<file path="config.mk">
export PLATFORM = sky130hd
export DESIGN_NAME = psum_relu_pool
export DESIGN_NICKNAME = d
export VERILOG_FILES = /design/src/rtl/psum_relu_pool.sv
export SDC_FILE = /design/constraint.sdc
export NUM_CORES = 1
export LEC_CHECK = 0
export CAP_MARGIN = 20
export CORE_MARGIN = 2
export CORE_UTILIZATION = 45
export DETAILED_ROUTE_END_ITERATION = 8
export PLACE_DENSITY = 0.7
export SETUP_SLACK_MARGIN = 0.05
export SYNTH_ARGS = -nofsm -noshare
export SYNTH_HDL_FRONTEND = slang
export SYNTH_SLANG_ARGS = --single-unit
export TNS_END_PERCENT = 5
</file>
<file path="constraint.sdc">
create_clock -name clk -period 7.1 [get_ports clk]
set_clock_uncertainty 0.05 [all_clocks]
set_input_delay 1.42 -clock clk [delete_from_list [all_inputs] [get_ports clk]]
set_output_delay 1.42 -clock clk [all_outputs]
set_load 0.01 [all_outputs]
</file>
<file path="src/rtl/psum_relu_pool.sv">
// psum_relu_pool
//   Post-processing stage after the adder tree. It accumulates cfg_passes
//   signed partial sums into one pixel, saturates the pixel to WID bits and
//   optionally applies ReLU. It then max-pools cfg_pool pixels into one
//   result, which goes into a 2-entry valid/ready buffer.
//
//   Optional feature: define PSUM_RELU_EN to clamp negative pixels to 0
//   before pooling. Without it, pixels pass signed.
//
// Ports
//   clk, rst        clock, asynchronous active-high reset
//   cfg_load        latch cfg_passes/cfg_pool, restart pixel/pool state
//   cfg_passes[7:0] partial sums per pixel (0 -> 1)
//   cfg_pool[2:0]   pixels per pool group (0 -> 1)
//   in_valid        in_data valid (no backpressure on the adder tree)
//   in_data[WID]    signed partial sum
//   out_valid       buffer head valid
//   out_ready       consumer accepts the head
//   out_data[WID]   pooled result (signed)
//   busy            RUN state or buffer non-empty
//   sat_flag        sticky: a pixel saturated
//   drop_flag       sticky: a result was dropped on a full buffer
module psum_relu_pool #(
  parameter int WID       = 16,
  parameter int ACC_GUARD = 8
) (
  input  logic                  clk,
  input  logic                  rst,
  input  logic                  cfg_load,
  input  logic [7:0]            cfg_passes,
  input  logic [2:0]            cfg_pool,
  input  logic                  in_valid,
  input  logic signed [WID-1:0] in_data,
  output logic                  out_valid,
  input  logic                  out_ready,
  output logic signed [WID-1:0] out_data,
  output logic                  busy,
  output logic                  sat_flag,
  output logic                  drop_flag
);
  localparam int AW = WID + ACC_GUARD;

  // Saturation bounds expressed at accumulator width.
  localparam logic signed [AW-1:0] SMAX = {{(ACC_GUARD+1){1'b0}}, {(WID-1){1'b1}}};
  localparam logic signed [AW-1:0] SMIN = {{(ACC_GUARD+1){1'b1}}, {(WID-1){1'b0}}};

  typedef enum logic {IDLE, RUN} state_t;
  state_t state_q, state_d;

  logic [7:0]            passes_q, pass_cnt;
  logic [2:0]            pool_q, pool_cnt;
  logic signed [AW-1:0]  acc, in_ext, sum;
  logic signed [WID-1:0] pixel_sat, pixel, pmax, result;
  logic                  accept, last_pass, last_px, clamp_hi, clamp_lo;

  // Output buffer: two entries with pointers and an occupancy count.
  logic [1:0][WID-1:0] mem;
  logic                rd_ptr, wr_ptr;
  logic [1:0]          count;
  logic                full, push, pop, wr_en, drop;

  // ---------------- FSM ----------------
  always_ff @(posedge clk or posedge rst) begin
    if (rst) state_q <= IDLE;
    else     state_q <= state_d;
  end

  always_comb begin
    state_d = state_q;
    if (cfg_load) state_d = RUN;
  end

  // ---------------- pixel datapath ----------------
  // A beat is taken only in RUN and never in the cycle of a cfg_load.
  assign accept    = (state_q == RUN) && in_valid && !cfg_load;
  assign last_pass = (pass_cnt == passes_q - 8'd1);
  assign last_px   = (pool_cnt == pool_q - 3'd1);
  assign in_ext    = {{ACC_GUARD{in_data[WID-1]}}, in_data};
  assign sum       = acc + in_ext;
  assign clamp_hi  = (sum > SMAX);
  assign clamp_lo  = (sum < SMIN);

  always_comb begin
    pixel_sat = sum[WID-1:0];
    if (clamp_hi)      pixel_sat = {1'b0, {(WID-1){1'b1}}};
    else if (clamp_lo) pixel_sat = {1'b1, {(WID-1){1'b0}}};
  end

`ifdef PSUM_RELU_EN
  assign pixel = pixel_sat[WID-1] ? '0 : pixel_sat;
`else
  assign pixel = pixel_sat;
`endif

  // First pixel of a group ignores the stale pmax.
  assign result = (pool_cnt == 3'd0) ? pixel : ((pixel > pmax) ? pixel : pmax);

  always_ff @(posedge clk or posedge rst) begin
    if (rst) begin
      passes_q <= '0;
      pool_q   <= '0;
      pass_cnt <= '0;
      pool_cnt <= '0;
      acc      <= '0;
      pmax     <= '0;
    end else if (cfg_load) begin
      passes_q <= (cfg_passes == 8'd0) ? 8'd1 : cfg_passes;
      pool_q   <= (cfg_pool == 3'd0) ? 3'd1 : cfg_pool;
      pass_cnt <= '0;
      pool_cnt <= '0;
      acc      <= '0;
      pmax     <= '0;
    end else if (accept) begin
      if (last_pass) begin
        acc      <= '0;
        pass_cnt <= '0;
        pmax     <= result;
        pool_cnt <= last_px ? 3'd0 : pool_cnt + 3'd1;
      end else begin
        acc      <= sum;
        pass_cnt <= pass_cnt + 8'd1;
      end
    end
  end

  // ---------------- output buffer ----------------
  assign full  = (count == 2'd2);
  assign push  = accept && last_pass && last_px;
  assign pop   = (count != 2'd0) && out_ready;
  // When full, a same-cycle pop frees the slot being written.
  assign wr_en = push && (!full || pop);
  assign drop  = push && full && !pop;

  always_ff @(posedge clk or posedge rst) begin
    if (rst) begin
      mem    <= '0;
      rd_ptr <= 1'b0;
      wr_ptr <= 1'b0;
      count  <= '0;
    end else begin
      if (wr_en) begin
        mem[wr_ptr] <= result;
        wr_ptr      <= ~wr_ptr;
      end
      if (pop) rd_ptr <= ~rd_ptr;
      count <= count + {1'b0, wr_en} - {1'b0, pop};
    end
  end

  assign out_valid = (count != 2'd0);
  assign out_data  = mem[rd_ptr];
  assign busy      = (state_q == RUN) || (count != 2'd0);

  // ---------------- sticky flags ----------------
  always_ff @(posedge clk or posedge rst) begin
    if (rst) begin
      sat_flag  <= 1'b0;
      drop_flag <= 1'b0;
    end else if (cfg_load) begin
      sat_flag  <= 1'b0;
      drop_flag <= 1'b0;
    end else begin
      if (accept && last_pass && (clamp_hi || clamp_lo)) sat_flag <= 1'b1;
      if (drop) drop_flag <= 1'b1;
    end
  end
endmodule
</file>
==> results.yml <==
setup_path:
  r2r_cells: 20
  crit_type: "input pin to flop"
  reg2reg_to: "mem[28]"
  cp-start-kind: "input pin"
  r2r_slack_ns: 1.56
  worstPathCellList: "clkdlybuf4s50_1 -> ha_1 -> fa_1 -> a21o_1 -> a221o_1 -> a211oi_4 -> o211ai_1 -> xor2_1 -> a2111oi_2 -> a41o_1 -> buf_4 -> o21ai_1 -> ha_1 -> a21o_1 -> a21o_1 -> a21oi_1 -> o21ai_0 -> o21ai_0 -> o221a_2 -> or3_1 -> o211ai_1"
  worst_path_most_repeated_cell: "a21o_1"
  crit_slowest_cell: "clkdlybuf4s50_1"
  crit-reg2reg-launch: "acc[0]"
  path_max_fanout: 16
  arrival_ns: 6.87
  critical_path_required_ns: 7.26
  critPathMaxStageDelay_ns: 0.45
  end_kind: "flop"
global_route:
  grt_pass1_vias: 5689
  met2_usage_pct: 35.8
  grt_start_max_net_pins: 66
  use_met3_pct: 3.89
  antenna_found_initial: 0
  busiest_layer: "met2"
  grt_overflow: 0
  grtUsageMet1_pct: 29.2
  grt_pass1_wl_mm: 28.2
  grt_use_total_pct: 22.0
timing:
  fin_crit_sh_pct: 94.5
  holdWs_ns: 0.437
  hold_violations: 0
  slew_viol_final: 0
  setup_viol: 0
  worst_slew_pin_slew_ns: 0.923
  slew_headroom_pct: 38.4
  max_freq_mhz: 149
  fin_crit_ns: 6.71
  finalSetupTns_ns: 0
  grt_setup_unrepaired: "false"
clock_network:
  clk_pin_slew_ns: 0.07
  root_buffer: "clkbuf_16"
  postCtsSetupBuffers: 0
  cts_buffers: 9
  clk-insertion-delay-late_ns: 0.36
  tritoncts: "yes"
  cts_sinks: 101
  htree_levels: 3
  cts_buffer_depth: 2
power_and_ir_drop:
  p_int_mw: 1.17
  power.density_nw_per_um2: 242
  ir_drop_mv: 0.141
  swShare_pct: 37.1
  power.total_mw: 1.86
  seqPwrFrac_pct: 35.8
  p_leak_nw: 3.53
  clkPwrFrac_pct: 25.7
  p_comb_share_pct: 38.5
  p_sw_uw: 691
worst_hold_path:
  hold_path_class: "flop to flop"
  holdPathEnd: "acc[0]"
  hp-start: "acc[0]"
  holdPathStages: 2
placed_design:
  port_buffers: 51
  globalplace.congestion: 0.866
  placed_cell_area_um2: 7420
  dpl.hpwl_mm: 12.8
detailed_routing:
  wl_per_cell_um: 18.0
  dr_total_vias: 5619
  drc_errors: 0
  ant_nets: 0
  drt_iter0_drc: 455
  wirelength_mm: 17.1
  via_per_inst: 5.91
  drtPass1Iterations: 5
synth:
  synth_cells: 709
  synthFlopType: "dfrtp_1"
  yosys.area.top_type: "dfrtp_1"
  synth-edff-count: 0
  synth.distinct_cells: 69
  syn_area_um2: 6650
  synth_top_area_share_pct: 38.0
  synth_nets: 788
  yosysMostFrequentCell: "dfrtp_1"
  postSynthAreaPerCell_um2: 9.37
  ys_seq_area_share_pct: 38.0
  yosys_register_bits: 101
  synthTopCellsByArea: "dfrtp_1 38%, ha_1 8.7%, mux2_2 4.4%"
  yosys_warnings: 0
  async_flop_share_pct: 100
  yosys-top-cells-count: "101 x dfrtp_1, 65 x nand2_1, 46 x ha_1, 46 x nor2_1, 37 x o21ai_0"
floorplan:
  dieArea_um2: 15800
  start_util_pct: 45.9
  ios: 52
  fp.dieH_um: 126
  rows: 44
  die_x_um: 126
  core-area_um2: 14500
cells_and_area:
  final_core_util_pct: 53.3
  syn_to_final_growth_pct: 16.1
  final_design_area_no_fill_um2: 7720
  diodes: 0
  drive_gt1_share_pct: 9.92
  fin_nets: 840
outcome:
  status: "completed"
run:
  max_cap_viol_count: 0
## metal layers
layer	up-vias	routed length, um
li1	2702	-
met1	2718	7830
met2	159	7990
met3	40	796
met4	0	487
met5	-	0
## state kept, by name (all words and copies together) (netlist names)
signal     count
acc           24
count          2
drop_flag      1
mem           32
pass_cnt       8
passes_q       8
pmax          16
pool_cnt       3
pool_q         3
rd_ptr         1
sat_flag       1
state_q        1
wr_ptr         1
## cell families (layout without fill, tap and decap cells)
kind of cell / after synthesis / in the layout / synth area share, %
AO/OA/AOI/OAI: 197 / 197 / 20.3
XOR/XNOR: 43 / 43 / 5.67
adder cells (fa/ha/maj): 47 / 47 / 8.96
AND/OR/NAND/NOR: 211 / 211 / 15.5
flip-flops: 101 / 101 / 38.0
multiplexers: 48 / 48 / 7.72
buffers and inverters: 62 / 119 / 3.78
## worst max-delay path by stage
stage               end       start  slack (ns)  cells past startpoint
2_1_floorplan  pmax[11]  in_data[0]        0.71                     23
3_3_place_gp    mem[25]  in_data[0]        0.30                     22
3_5_place_dp    mem[28]  in_data[0]        0.05                     22
4_1_cts         mem[28]  in_data[0]        0.41                     22
5_1_grt         mem[28]  in_data[0]        0.05                     22
6_report        mem[28]  in_data[0]        0.39                     21
## power groups by stage
stage	sequential, mW	clock [mW]	combinational (mW)
2_1_floorplan	0.647	0	0.499
3_3_place_gp	0.676	0	0.693
3_5_place_dp	0.676	0	0.708
4_1_cts	0.666	0.489	0.710
5_1_grt	0.674	0.510	0.790
6_report	0.667	0.479	0.719
## stage by stage
step / cells / setup slack (ns)
3_3_place_gp: 934 / 0.301
6_report: 950 / 0.393
5_1_grt: 950 / 0.0538
3_5_place_dp: 934 / 0.0492
4_1_cts: 950 / 0.408
2_1_floorplan: 709 / 0.710
## layout by cell type, fill, tap and decap left out, drive strengths merged, types with 5 or more instances in the layout
cell type	synthesis	final
mux2	26	26
a22o	15	15
nand2b	5	5
o211ai	23	23
o2bb2ai	5	5
nor3	20	20
xor2	28	28
xnor2	15	15
clkbuf	15	11
nor2	46	46
o21a	5	5
mux2i	22	22
ha	46	46
nand2	65	65
o21ai	55	55
and2	6	6
a31oi	7	7
or3	12	12
clkdlybuf4s50	0	51
a21oi	34	34
dfrtp	101	101
buf	14	19
and3	6	6
a211o	10	10
nand3	18	18
nor4	8	8
inv	33	34
nand4	6	6
a21o	9	9
nor2b	5	5
## worst max-delay path: cells and delay by family
family                     cells  cell delay, ns
buffers and inverters          2            0.68
xor gates and xnor gates       1            0.19
AOI/OAI and AO/OA             14            3.18
and+or+nand+nor                1            0.40
adders and majority gates      3            0.99
## timing repair
| item | in CTS | in global routing |
|---|---|---|
| endpoints found under the setup margin | 0 | 31 |
| hold buffers | 0 | 0 |
| gates resized for setup | 0 | 2 |
## final cells by class
| type | count | area [um^2] |
|---|---|---|
| fill | 1311 | 6760 |
| multi-input combinational | 546 | 3880 |
| sequential | 101 | 2530 |
| timing repair buffer | 70 | 666 |
| clock buffer | 11 | 253 |
| tap | 184 | 230 |
| inverter | 33 | 126 |
| clock inverter | 5 | 33.8 |
(Power assumes the default switching activity.)
